--- config.mk ---
export PLATFORM = sky130hd
export DESIGN_NAME = jtbubl_sdram_arb
export DESIGN_NICKNAME = d
export VERILOG_FILES = /design/src/rtl/jtbubl_sdram_arb.sv
export SDC_FILE = /design/constraint.sdc
export NUM_CORES = 1
export LEC_CHECK = 0
export CAP_MARGIN = 10
export CORE_MARGIN = 2
export CORE_UTILIZATION = 35
export DETAILED_ROUTE_END_ITERATION = 12
export GPL_ROUTABILITY_DRIVEN = 1
export GPL_TIMING_DRIVEN = 0
export PLACE_DENSITY = 0.64
export SYNTH_ARGS = -nofsm -noshare
export SYNTH_HDL_FRONTEND = slang
export SYNTH_SLANG_ARGS = --single-unit
--- constraint.sdc ---
create_clock -name clk -period 4.7 [get_ports clk]
set_clock_uncertainty 0.15 [all_clocks]
set_input_delay 0.47 -clock clk [delete_from_list [all_inputs] [get_ports clk]]
set_output_delay 0.47 -clock clk [all_outputs]
set_load 0.01 [all_outputs]
--- src/rtl/jtbubl_sdram_arb.sv ---
// Round-robin SDRAM read arbiter for four ROM slots.
// Each slot keeps a one-word tag cache so repeated reads need no SDRAM traffic.
module jtbubl_sdram_arb #(
    parameter int AW      = 22,
    parameter int DW      = 32,
    parameter int TIMEOUT = 255
) (
    input  logic          clk,
    input  logic          rstn,
    input  logic          downloading,
    input  logic          slot0_cs,
    input  logic          slot1_cs,
    input  logic          slot2_cs,
    input  logic          slot3_cs,
    input  logic [AW-1:0] slot0_addr,
    input  logic [AW-1:0] slot1_addr,
    input  logic [AW-1:0] slot2_addr,
    input  logic [AW-1:0] slot3_addr,
    output logic          slot0_ok,
    output logic          slot1_ok,
    output logic          slot2_ok,
    output logic          slot3_ok,
    output logic [DW-1:0] slot0_dout,
    output logic [DW-1:0] slot1_dout,
    output logic [DW-1:0] slot2_dout,
    output logic [DW-1:0] slot3_dout,
    output logic          sdram_req,
    output logic [AW-1:0] sdram_addr,
    input  logic          sdram_ack,
    input  logic          data_rdy,
    input  logic [DW-1:0] data_read,
    output logic          refresh_en
);

    typedef enum logic [1:0] {S_IDLE, S_REQ, S_WAIT} state_t;

    state_t        state_q, state_d;
    logic          req_q, req_d;
    logic [AW-1:0] addr_q, addr_d;
    logic [1:0]    gnt_q, gnt_d;
    logic [1:0]    rr_q, rr_d;
    logic [7:0]    cnt_q, cnt_d;
    logic          fill;

    logic [3:0]    valid_q;
    logic [AW-1:0] tag_q  [4];
    logic [DW-1:0] dout_q [4];

    logic [3:0]    cs, hit, pending;
    logic [AW-1:0] addr [4];
    logic [1:0]    pick, idx;
    logic          found;

    assign cs      = {slot3_cs, slot2_cs, slot1_cs, slot0_cs};
    assign addr[0] = slot0_addr;
    assign addr[1] = slot1_addr;
    assign addr[2] = slot2_addr;
    assign addr[3] = slot3_addr;

    always_comb begin
        for (int i = 0; i < 4; i++) begin
            hit[i] = valid_q[i] & (tag_q[i] == addr[i]);
        end
    end

    assign pending = cs & ~hit;

    // First pending slot after the last grant, wrapping 3 -> 0
    always_comb begin
        pick  = rr_q;
        found = 1'b0;
        idx   = rr_q;
        for (int k = 1; k <= 4; k++) begin
            idx = rr_q + 2'(k);
            if (!found && pending[idx]) begin
                pick  = idx;
                found = 1'b1;
            end
        end
    end

    always_comb begin
        state_d = state_q;
        req_d   = req_q;
        addr_d  = addr_q;
        gnt_d   = gnt_q;
        rr_d    = rr_q;
        cnt_d   = cnt_q;
        fill    = 1'b0;
        if (downloading) begin
            state_d = S_IDLE;
            req_d   = 1'b0;
        end else begin
            unique case (state_q)
                S_IDLE: begin
                    if (|pending) begin
                        gnt_d   = pick;
                        rr_d    = pick;
                        addr_d  = addr[pick];
                        req_d   = 1'b1;
                        state_d = S_REQ;
                    end
                end
                S_REQ: begin
                    if (sdram_ack) begin
                        req_d   = 1'b0;
                        cnt_d   = '0;
                        state_d = S_WAIT;
                    end
                end
                S_WAIT: begin
                    cnt_d = cnt_q + 8'd1;
                    if (data_rdy) begin
                        fill    = 1'b1;
                        state_d = S_IDLE;
                    end else if (cnt_q == 8'(TIMEOUT)) begin
                        state_d = S_IDLE;
                    end
                end
                default: state_d = S_IDLE;
            endcase
        end
    end

    always_ff @(posedge clk) begin
        if (!rstn) begin
            state_q <= S_IDLE;
            req_q   <= 1'b0;
            addr_q  <= '0;
            gnt_q   <= '0;
            rr_q    <= 2'd3;
            cnt_q   <= '0;
            valid_q <= '0;
            for (int i = 0; i < 4; i++) begin
                tag_q[i]  <= '0;
                dout_q[i] <= '0;
            end
        end else begin
            state_q <= state_d;
            req_q   <= req_d;
            addr_q  <= addr_d;
            gnt_q   <= gnt_d;
            rr_q    <= rr_d;
            cnt_q   <= cnt_d;
            if (downloading) begin
                valid_q <= '0;
            end else if (fill) begin
                // Tag with the requested address; the slot may have moved on
                valid_q[gnt_q] <= 1'b1;
                tag_q[gnt_q]   <= addr_q;
                dout_q[gnt_q]  <= data_read;
            end
        end
    end

    assign slot0_ok   = cs[0] & hit[0];
    assign slot1_ok   = cs[1] & hit[1];
    assign slot2_ok   = cs[2] & hit[2];
    assign slot3_ok   = cs[3] & hit[3];
    assign slot0_dout = dout_q[0];
    assign slot1_dout = dout_q[1];
    assign slot2_dout = dout_q[2];
    assign slot3_dout = dout_q[3];
    assign sdram_req  = req_q;
    assign sdram_addr = addr_q;
    assign refresh_en = (state_q == S_IDLE) & ~|pending & ~downloading;

endmodule

==> out/metrics.csv <==
stage;metric;value;unit
status;status;completed;
synth;syn_inst;878;
route;drt-total-wl;35720;µm
sta;finalWorstSetupSlack;0.6112;ns
setup_path;crit_top_cell;clkdlybuf4s50_1;
clock_tree;clk_latency;0.54;ns
clock_tree;ctsLongestPathBuffers;3;
synth;syn-num-nets;1008;
setup_path;cp_slowest_stage_delay;0.66;ns
sta;period_share;0.8700;
synth;async_flop_share;0;
clock_tree;cts_setup_buffers;0;
floorplan;die_w;181.4;µm
synth;ys_seq_area_frac;0.6633;
power_and_ir_drop;peakVddDrop;0.3302;mV
setup_path;slowest_stage;nor4_1;
placed_design;place_ws;0.4869;ns
floorplan;die_y;181.4;µm
final_layout;register_area;7307;µm²
sta;rsz0062_at_grt;false;
floorplan;coreArea;30830;µm²
clock_tree;cts_hold_buffers;0;
sta;finalWorstPathRequiredPeriod;4.089;ns
floorplan;die_area;32910;µm²
synth;synth_ff_type;edfxtp_1;
synth;synthesis.area;11020;µm²
setup_path;worst_setup_path_start_kind;primary input;
final_layout;drive_gt1_frac;0.07072;
clock_tree;root_buffer;clkbuf_16;
final_layout;fin_nets;1324;
placed_design;hpwl;25250;µm
global_route;grt_max_degree;55;
global_route;antenna_found_initial;5;
hold_path;hp-class;primary input to register;
route;first_iter_violations;571;
sta;setup-violations-final;0;
final_layout;area_growth;38.97;%
setup_path;cp.required;4.08;ns
route;drt_pass1_iterations;5;
global_route;grt_overflow;0;
final_layout;final_cell_mix;clkdlybuf4s50_1, edfxtp_1, nor2_1, inv_1, nand2_1;
setup_path;path_class;primary input to primary output;
setup_path;critPathArrivalTime;3.47;ns
final_layout;fillCellCount;2699;
floorplan;rows;64;
clock_tree;clk_pin_slew;0.06;ns
final_layout;instances_no_fill;1614;
sta;max_slew_margin;0.3394;
route;routedWlPerCell;22.13;µm
setup_path;rrSetupSlack;1.16;ns
floorplan;boundaryPins;285;
power_and_ir_drop;power_leakage;0.005685;µW
synth;syn-mean-instance-area;12.55;µm²
setup_path;critical_path.max_fanout;9;
route;drtAntennaViolNets;0;
synth;yosysWarnings;0;
route;drc;0;
clock_tree;cts_made_buffers;29;
final_layout;final_common_cell;clkdlybuf4s50_1;
global_route;track_usage;0.2136;
power_and_ir_drop;powerDensity;351.2;nW/µm²
route;vias_per_cell;4.919;
clock_tree;cts.sinks;257;
setup_path;crit_path_cell_trace;clkdlybuf4s50_1 -> xor2_1 -> nor4_1 -> nand4_1 -> o21ai_1 -> nand4_2 -> nor2b_1 -> clkdlybuf4s50_1;
clock_tree;h-tree-depth;1;
global_route;grt_pass1_vias;8163;
final_layout;multi_input_area;3294;µm²
floorplan;start_util;0.3573;
placed_design;portBuffers;283;
clock_tree;cts-resized-gates;0;
synth;synth-edff-count;216;
sta;finalMaxSlewViolations;0;
synth;synth_cell_types;50;
clock_tree;cts_tree;done;
sta;worstMarginPinSlew;0.9873;ns
synth;ys_ff_latch;257;
global_route;grt_pass1_wl;52030;µm
placed_design;place_inst;1559;
route;vias;7940;
placed_design;finalWeightedCongestion;0.8408;
sta;hold_viol_final;0;
setup_path;worstSetupEndpointType;primary output;
flow_run;maxCapViolCount;0;
sta;fmax;0.2446;GHz
[stage by stage]
step | setup TNS [ns] | hold slack (ns) | util | area [µm²] | power (µW)
floorplan | 0 | 0.2759 | - | 11020 | 2919
global placement | -162.08 | 0.2861 | 0.4653 | 14350 | 3292
detailed placement | 0 | 0.2930 | 0.4678 | 14420 | 3294
CTS | 0 | 0.1856 | 0.4964 | 15300 | 5415
global route | 0 | 0.1953 | 0.4964 | 15300 | 5541
finish | 0 | 0.2076 | 0.4966 | 15310 | 5376
[worst paths after layout]
kind | startpoint | endpoint | depth (start not counted)
worst min-delay path | rstn | gnt_q[1]$_SDFFE_PN0P_ | 3
worst max register to register | state_q[0]$_SDFFE_PP0P_ | dout_q[1][18]$_SDFFCE_PN0P_ | 7
worst max-delay path | slot3_addr[17] | refresh_en | 8
worst min register to register | valid_q[0]$_SDFFE_PP0P_ | valid_q[0]$_SDFFE_PP0P_ | 2
[state kept, by name, summed over array words and instances, names as in the netlist]
register    cells
tag_q          88
sdram_req       1
dout_q        128
valid_q         4
sdram_addr     22
cnt_q           8
rr_q            2
gnt_q           2
state_q         2
[worst max-delay path: cells and delay by family]
family	cells	cell delay, ns
and+or+nand+nor	4	1.44
AOI/OAI and AO/OA	1	0.28
xor gates and xnor gates	1	0.22
buffers and inverters	2	1.04
[synthesized netlist by cell type, types with 12 or more instances]
library cell / instances / share of area
nand3_1: 29 / 0.013
dfxtp_1: 41 / 0.075
nor2_1: 177 / 0.060
nand4_1: 16 / 0.0091
clkbuf_1: 21 / 0.0072
xor2_1: 53 / 0.042
mux2i_1: 44 / 0.040
o221ai_2: 21 / 0.029
inv_1: 65 / 0.022
a21oi_1: 12 / 0.0055
nor4_1: 12 / 0.0068
xnor2_1: 41 / 0.033
nand2_1: 61 / 0.021
edfxtp_1: 216 / 0.59
[layout make-up]
type | count | area share
Sequential cell | 257 | 0.4773
Multi-Input combinational cell | 517 | 0.2152
Timing Repair Buffer | 285 | 0.1881
Clock buffer | 40 | 0.05141
Tap cell | 396 | 0.03236
Inverter | 65 | 0.01594
Buffer | 39 | 0.01316
Clock inverter | 13 | 0.006211
Antenna cell | 2 | 0.0003269
[routing by layer]
layer,global-route usage,share of wire,up-vias
met1,0.2599,0.40,3781
li1,-,-,3704
met4,0.07480,0.029,6
met3,0.09065,0.11,69
met5,0,0.0011,-
met2,0.3405,0.45,380
[power breakdown]
| group | internal [µW] | switching (µW) | leakage (µW) |
|---|---|---|---|
| Sequential | 2560 | 48.4 | 0.00256 |
| Combinational | 320 | 320 | 0.00271 |
| Clock | 1220 | 914 | 0.000411 |
[logic make-up after synthesis]
group / after synthesis / share of synthesized area
fa+ha+maj: 1 / 0.001136
flops: 257 / 0.6633
mux: 45 / 0.04202
xor+xnor: 94 / 0.07473
compound gates: 54 / 0.04850
buf+inv: 104 / 0.04043
simple gates: 323 / 0.1299
Power figures use the tool's default switching activity.
